<file path="src/rtl/dma_sched.sv">
// dma_sched: round-robin descriptor scheduler in front of a single DMA engine.
// Requesters hand descriptors over a valid/ready port into an in-order FIFO;
// a five-state FSM pops one descriptor at a time, checks MMU residency,
// starts the engine, waits for completion and reports a completion record.
//
// Handshake: a descriptor transfers on a rising edge where req_valid[i] and
// req_ready[i] are both high. req_ready is one-hot or zero, may depend on
// req_valid (it is the arbiter grant), and is zero whenever the FIFO is full
// or rst is high. A requester holds its descriptor stable until it transfers.
//
// Optional feature: define DMA_SCHED_TIMEOUT_EN to bound the WAIT state to
// TIMEOUT_CYCLES cycles (completion status TIMEOUT). Without it, WAIT lasts
// until dma_done.
//
// dbg_state exposes the FSM state: 0 IDLE, 1 CHECK, 2 ISSUE, 3 WAIT, 4 COMPLETE.
module dma_sched #(
    parameter int NUM_REQ        = 2,
    parameter int FIFO_DEPTH     = 4,
    parameter int TIMEOUT_CYCLES = 1024
) (
    input  logic                        clk,
    input  logic                        rst,
    input  logic [NUM_REQ-1:0]          req_valid,
    output logic [NUM_REQ-1:0]          req_ready,
    input  logic [NUM_REQ*64-1:0]       req_src,
    input  logic [NUM_REQ*64-1:0]       req_dst,
    input  logic [NUM_REQ*32-1:0]       req_len,
    output logic                        dma_start,
    output logic [63:0]                 dma_src,
    output logic [63:0]                 dma_dst,
    output logic [31:0]                 dma_len,
    input  logic                        src_resident,
    input  logic                        dst_resident,
    input  logic                        dma_done,
    output logic                        cmp_valid,
    output logic [$clog2(NUM_REQ)-1:0]  cmp_id,
    output logic [1:0]                  cmp_status,
    output logic                        busy,
    output logic [$clog2(FIFO_DEPTH):0] fifo_count,
    output logic [2:0]                  dbg_state
);

    localparam int IDW = $clog2(NUM_REQ);
    localparam int PW  = $clog2(FIFO_DEPTH);
    localparam int CW  = PW + 1;

    localparam logic [1:0] ST_OK    = 2'b00;
    localparam logic [1:0] ST_FAULT = 2'b01;

    typedef enum logic [2:0] {
        IDLE     = 3'd0,
        CHECK    = 3'd1,
        ISSUE    = 3'd2,
        WAIT     = 3'd3,
        COMPLETE = 3'd4
    } state_t;

    state_t state, state_d;
    logic [1:0] status_q, status_d;
    logic [IDW-1:0] act_id;

    // Descriptor FIFO storage and pointers.
    logic [63:0]    f_src [FIFO_DEPTH];
    logic [63:0]    f_dst [FIFO_DEPTH];
    logic [31:0]    f_len [FIFO_DEPTH];
    logic [IDW-1:0] f_id  [FIFO_DEPTH];
    logic [PW-1:0]  wr_ptr, rd_ptr;
    logic [CW-1:0]  count;
    logic           full, empty, push, pop;

    // Arbiter.
    logic [IDW-1:0] rr_ptr, grant_idx;
    logic           grant_found;
    logic [63:0]    g_src, g_dst;
    logic [31:0]    g_len;

    assign full  = (count == CW'(FIFO_DEPTH));
    assign empty = (count == '0);
    assign push  = |(req_valid & req_ready);
    assign pop   = (state == IDLE) && !empty;

    // Round-robin search: first valid requester at or after rr_ptr.
    always_comb begin : arb
        logic [IDW:0]   idx_w;
        logic [IDW-1:0] idx;
        grant_found = 1'b0;
        grant_idx   = '0;
        idx_w       = '0;
        idx         = '0;
        for (int k = 0; k < NUM_REQ; k++) begin
            idx_w = {1'b0, rr_ptr} + (IDW+1)'(k);
            if (idx_w >= (IDW+1)'(NUM_REQ)) idx_w = idx_w - (IDW+1)'(NUM_REQ);
            idx = idx_w[IDW-1:0];
            if (!grant_found && req_valid[idx]) begin
                grant_found = 1'b1;
                grant_idx   = idx;
            end
        end
    end

    // Select the granted requester's descriptor fields.
    always_comb begin
        g_src = '0;
        g_dst = '0;
        g_len = '0;
        for (int i = 0; i < NUM_REQ; i++) begin
            if (grant_idx == IDW'(i)) begin
                g_src = req_src[i*64 +: 64];
                g_dst = req_dst[i*64 +: 64];
                g_len = req_len[i*32 +: 32];
            end
        end
    end

    // Ready is the grant, suppressed while full or in reset.
    always_comb begin
        req_ready = '0;
        if (!rst && !full && grant_found) req_ready[grant_idx] = 1'b1;
    end

    // FIFO entry write; storage needs no reset since pointers define validity.
    always_ff @(posedge clk) begin
        if (push) begin
            f_src[wr_ptr] <= g_src;
            f_dst[wr_ptr] <= g_dst;
            f_len[wr_ptr] <= g_len;
            f_id[wr_ptr]  <= grant_idx;
        end
    end

    // FIFO pointers, occupancy and round-robin pointer.
    always_ff @(posedge clk) begin
        if (rst) begin
            wr_ptr <= '0;
            rd_ptr <= '0;
            count  <= '0;
            rr_ptr <= '0;
        end else begin
            if (push) begin
                wr_ptr <= wr_ptr + 1'b1;
                rr_ptr <= (grant_idx == IDW'(NUM_REQ-1)) ? '0 : grant_idx + 1'b1;
            end
            if (pop) rd_ptr <= rd_ptr + 1'b1;
            case ({push, pop})
                2'b10:   count <= count + 1'b1;
                2'b01:   count <= count - 1'b1;
                default: count <= count;
            endcase
        end
    end

`ifdef DMA_SCHED_TIMEOUT_EN
    localparam int TW = $clog2(TIMEOUT_CYCLES + 1);
    localparam logic [1:0] ST_TIMEOUT = 2'b10;
    logic [TW-1:0] to_cnt;

    // WAIT-cycle counter: zeroed in ISSUE so it reads 0 on the first WAIT cycle.
    always_ff @(posedge clk) begin
        if (rst)                 to_cnt <= '0;
        else if (state == ISSUE) to_cnt <= '0;
        else if (state == WAIT)  to_cnt <= to_cnt + 1'b1;
    end
`else
    // The limit has no effect when the timeout is not compiled in.
    logic unused_timeout;
    assign unused_timeout = ^TIMEOUT_CYCLES;
`endif

    // Next-state and completion status.
    always_comb begin
        state_d  = state;
        status_d = status_q;
        case (state)
            IDLE: begin
                if (!empty) begin
                    state_d  = CHECK;
                    status_d = ST_OK;
                end
            end
            CHECK: begin
                if (!src_resident || !dst_resident) begin
                    state_d  = COMPLETE;
                    status_d = ST_FAULT;
                end else if (dma_len == '0) begin
                    state_d  = COMPLETE;
                    status_d = ST_OK;
                end else begin
                    state_d = ISSUE;
                end
            end
            ISSUE: state_d = WAIT;
            WAIT: begin
                if (dma_done) begin
                    state_d  = COMPLETE;
                    status_d = ST_OK;
                end
`ifdef DMA_SCHED_TIMEOUT_EN
                else if (to_cnt == TW'(TIMEOUT_CYCLES - 1)) begin
                    state_d  = COMPLETE;
                    status_d = ST_TIMEOUT;
                end
`endif
            end
            COMPLETE: state_d = IDLE;
            default:  state_d = IDLE;
        endcase
    end

    // State register and active descriptor, loaded on the IDLE pop.
    always_ff @(posedge clk) begin
        if (rst) begin
            state    <= IDLE;
            status_q <= ST_OK;
            act_id   <= '0;
            dma_src  <= '0;
            dma_dst  <= '0;
            dma_len  <= '0;
        end else begin
            state    <= state_d;
            status_q <= status_d;
            if (pop) begin
                dma_src <= f_src[rd_ptr];
                dma_dst <= f_dst[rd_ptr];
                dma_len <= f_len[rd_ptr];
                act_id  <= f_id[rd_ptr];
            end
        end
    end

    assign dma_start  = (state == ISSUE);
    assign cmp_valid  = (state == COMPLETE);
    assign cmp_id     = act_id;
    assign cmp_status = status_q;
    assign busy       = (state != IDLE);
    assign fifo_count = count;
    assign dbg_state  = state;

endmodule
</file>
<file path="config.mk">
export PLATFORM = sky130hd
export DESIGN_NAME = dma_sched
export DESIGN_NICKNAME = d
export VERILOG_FILES = /design/src/rtl/dma_sched.sv
export SDC_FILE = /design/constraint.sdc
export NUM_CORES = 1
export LEC_CHECK = 0
export ABC_AREA = 1
export BUFFER_PORTS_ARGS = -buffer_cell sky130_fd_sc_hd__buf_2
export CORE_UTILIZATION = 28
export CTS_BUF_LIST = sky130_fd_sc_hd__clkbuf_8
export CTS_CLUSTER_SIZE = 8
export DETAILED_ROUTE_END_ITERATION = 7
export SLEW_MARGIN = 5
export SYNTH_ARGS = -nofsm -noshare
export SYNTH_HDL_FRONTEND = slang
export SYNTH_SLANG_ARGS = --single-unit
</file>
<file path="constraint.sdc">
create_clock -name clk -period 9.7 [get_ports clk]
set_clock_uncertainty 0.05 [all_clocks]
set_input_delay 0.485 -clock clk [delete_from_list [all_inputs] [get_ports clk]]
set_output_delay 0.485 -clock clk [all_outputs]
set_load 0.005 [all_outputs]
</file>
==> impl_metrics.tcl <==
set metrics [dict create \
    status "finished, final reports clean" \
    setup-tns-final_ns 0 \
    placed_cells 4739 \
    vdd_ir_drop_max_uv 211.4 \
    grt_use_total_pct 15.51 \
    grt_max_degree 177 \
    viasPerCell 4.531 \
    netlist.area_leader.share_pct 60.48 \
    required_ns 10.07 \
    drive_above_1_share_pct 18.89 \
    synth_area_leaders "edfxtp_1, dfxtp_1, nor2_1, o21ai_0, nand2_1" \
    cp.arrival_ns 4.79 \
    path_class "input port to flip-flop" \
    synth_top_area_cell "edfxtp_1" \
    hpwl_mm 50.28 \
    reg2reg_depth 10 \
    worstPathMaxFanout 91 \
    stdcell_count 5299 \
    yosys_warnings 0 \
    drt_iter0_markers 1449 \
    r2r-end "dma_dst[1]" \
    final_nets 4016 \
    wirelength_mm 91.21 \
    cap_viol_max_count 0 \
    setup_violations 0 \
    drc 0 \
    path_clk_slew_ns 0.06 \
    cp-start-kind "input port" \
    post-route-min-period_ns 4.425 \
    coreArea_um2 112800 \
    vias 24010 \
    hold_violations 0 \
    final_cell_mix "nor2_1, edfxtp_1, nand2_1" \
    cts_tree "done" \
    crit_path_end_kind "flip-flop" \
    yosysUniqueCellTypes 29 \
    start_util_pct 28.35 \
    antenna_found_initial 5 \
    crit_end "f_dst[0][59]" \
    die_x_um 339.9 \
    hold_depth 3 \
    reg2reg_slack_ns 5.77 \
    overflow 0 \
    reg2reg_from "dbg_state[0]" \
    clock-sinks 817 \
    dieArea_um2 115600 \
    portBuffers 499 \
    synth_cells 2912 \
    worst_pin_slew_ns 1.168 \
    synth_area_um2 31980 \
    boundaryPins 501 \
    clockBufferDepth 3 \
    clk_latency_ns 0.80 \
    htreeDepth 4 \
    p_leak_nw 16.29 \
    grt_pass1_wl_mm 137.5 \
    wl_per_cell_um 17.21 \
    max_freq_mhz 226.0 \
    yosys_register_bits 817 \
    p_per_area_nw_per_um2 256.0 \
    grt_pass1_vias 23560 \
    finalMaxSlewViolations 0 \
    fin_crit_sh_pct 45.62 \
    cts_root_buf "clkbuf_8" \
    area_delta_synth_final_pct 29.53 \
    gp_congestion 0.7272 \
    cts_resized 0 \
    cts_buffers 140 \
    rsz0062_at_grt "false" \
    ys_seq_area_share_pct 71.31 \
    antenna_left 0 \
    rows 123 \
    setup.worst_path.start "rst" \
    synth.avg_cell_area_um2 10.98 \
    hp-class "input port to flip-flop" \
    fp.dieH_um 339.9 \
    layout_commonest_cell "nor2_1" \
    firstDrtPassIters 5 \
    slew-limit-headroom_pct 22.15 \
    syn_nets 3245 \
]
-- repair_timing --
action                                  4_1_cts  5_1_grt
endpoints found under the hold margin       598        0
hold buffers                                302        0
endpoints found under the setup margin        0        0
buffers inserted                              0        0
-- final cells by class --
class	instances	area, um^2
well taps	1500	1877
fillers	10930	71390
inverters	39	168.9
multi-input cells	1860	8159
clock buffers	155	2133
clock inverters	99	509.2
repair buffers	825	5751
diodes	4	10.01
flip-flops and latches	817	22810
-- cell families (layout without fill, tap and decap cells) --
logic type	Yosys count	in the layout	synth area share, %
other cells	1	5	0.01173
compound gates	666	666	11.08
flops	817	817	71.31
fa+ha+maj	6	6	0.2583
buf+inv	235	1118	3.318
simple gates	1187	1187	14.02
-- worst min-delay path by stage --
stage                   from       endpoint  slack (ns)
2_1_floorplan         rr_ptr         rr_ptr        0.38
3_3_place_gp   cmp_status[0]  cmp_status[0]        0.40
3_5_place_dp   cmp_status[0]  cmp_status[0]        0.41
4_1_cts           req_len[6]    f_len[0][6]       0.002
5_1_grt          req_src[60]   f_src[0][60]        0.02
6_report         req_src[60]   f_src[0][60]        0.08
-- worst max-delay path: stages --
cell and delay (ns):
dlygate4sd3_1 0.60, buf_2 0.21, inv_6 0.60, o31ai_1 0.24, nor2_1 0.25, clkinv_1 0.38, nor2_4 0.41, buf_4 0.65
buf_4 0.85
-- stage by stage --
step | power, W | util (%) | hold slack [ns] | cell area (um^2) | worst slack, ns
global placement | 0.007622 | 31.68 | 0.4014 | 35740 | 5.020
finish | 0.01060 | 36.72 | 0.07578 | 41420 | 5.275
global route | 0.01131 | 36.71 | 0.02486 | 41410 | 4.982
detailed placement | 0.007664 | 31.68 | 0.4052 | 35740 | 4.979
floorplan | 0.006560 | - | 0.3817 | 31980 | 1.163
CTS | 0.01078 | 36.71 | 0.002047 | 41410 | 5.306
-- where the power goes --
group	internal [W]	switching [W]
logic	0.000990	0.00195
clock network	0.00153	0.00140
registers	0.00438	0.000356
-- synth_stat cells --
| library cell | number |
|---|---|
| a21boi_0 | 1 |
| a21oi_1 | 10 |
| a31oi_1 | 161 |
| and2_1 | 2 |
| buf_1 | 13 |
| buf_2 | 80 |
| buf_4 | 21 |
| clkbuf_1 | 82 |
| clkinv_1 | 1 |
| conb_1 | 1 |
| dfxtp_1 | 173 |
| edfxtp_1 | 644 |
| fa_1 | 1 |
| ha_1 | 5 |
| inv_1 | 32 |
| inv_2 | 6 |
| nand2_1 | 503 |
| nand2_2 | 1 |
| nand3_1 | 2 |
| nand3b_1 | 1 |
| nand4_1 | 1 |
| nor2_1 | 670 |
| nor2_2 | 2 |
| nor3_1 | 4 |
| o21a_1 | 1 |
| o21ai_0 | 432 |
| o21ai_1 | 60 |
| o31ai_1 | 1 |
| or2_2 | 1 |
-- sequential cells by signal, indices dropped and copies added (netlist names) --
name,count
cmp_id,1
cmp_status,1
dbg_state,3
dma_dst,64
dma_len,32
dma_src,64
f_dst,256
f_id,4
f_len,128
f_src,256
fifo_count,3
rd_ptr,2
rr_ptr,1
wr_ptr,2
-- per-layer routing --
metal | global-route usage, % | vias up | share of wire, %
met5 | 0 | - | 0.014
met3 | 3.910 | 148 | 6.3
met2 | 26.51 | 667 | 49
met1 | 18.92 | 11500 | 43
li1 | - | 11700 | -
met4 | 5.368 | 2 | 2.4
Power figures use the tool's default switching activity.
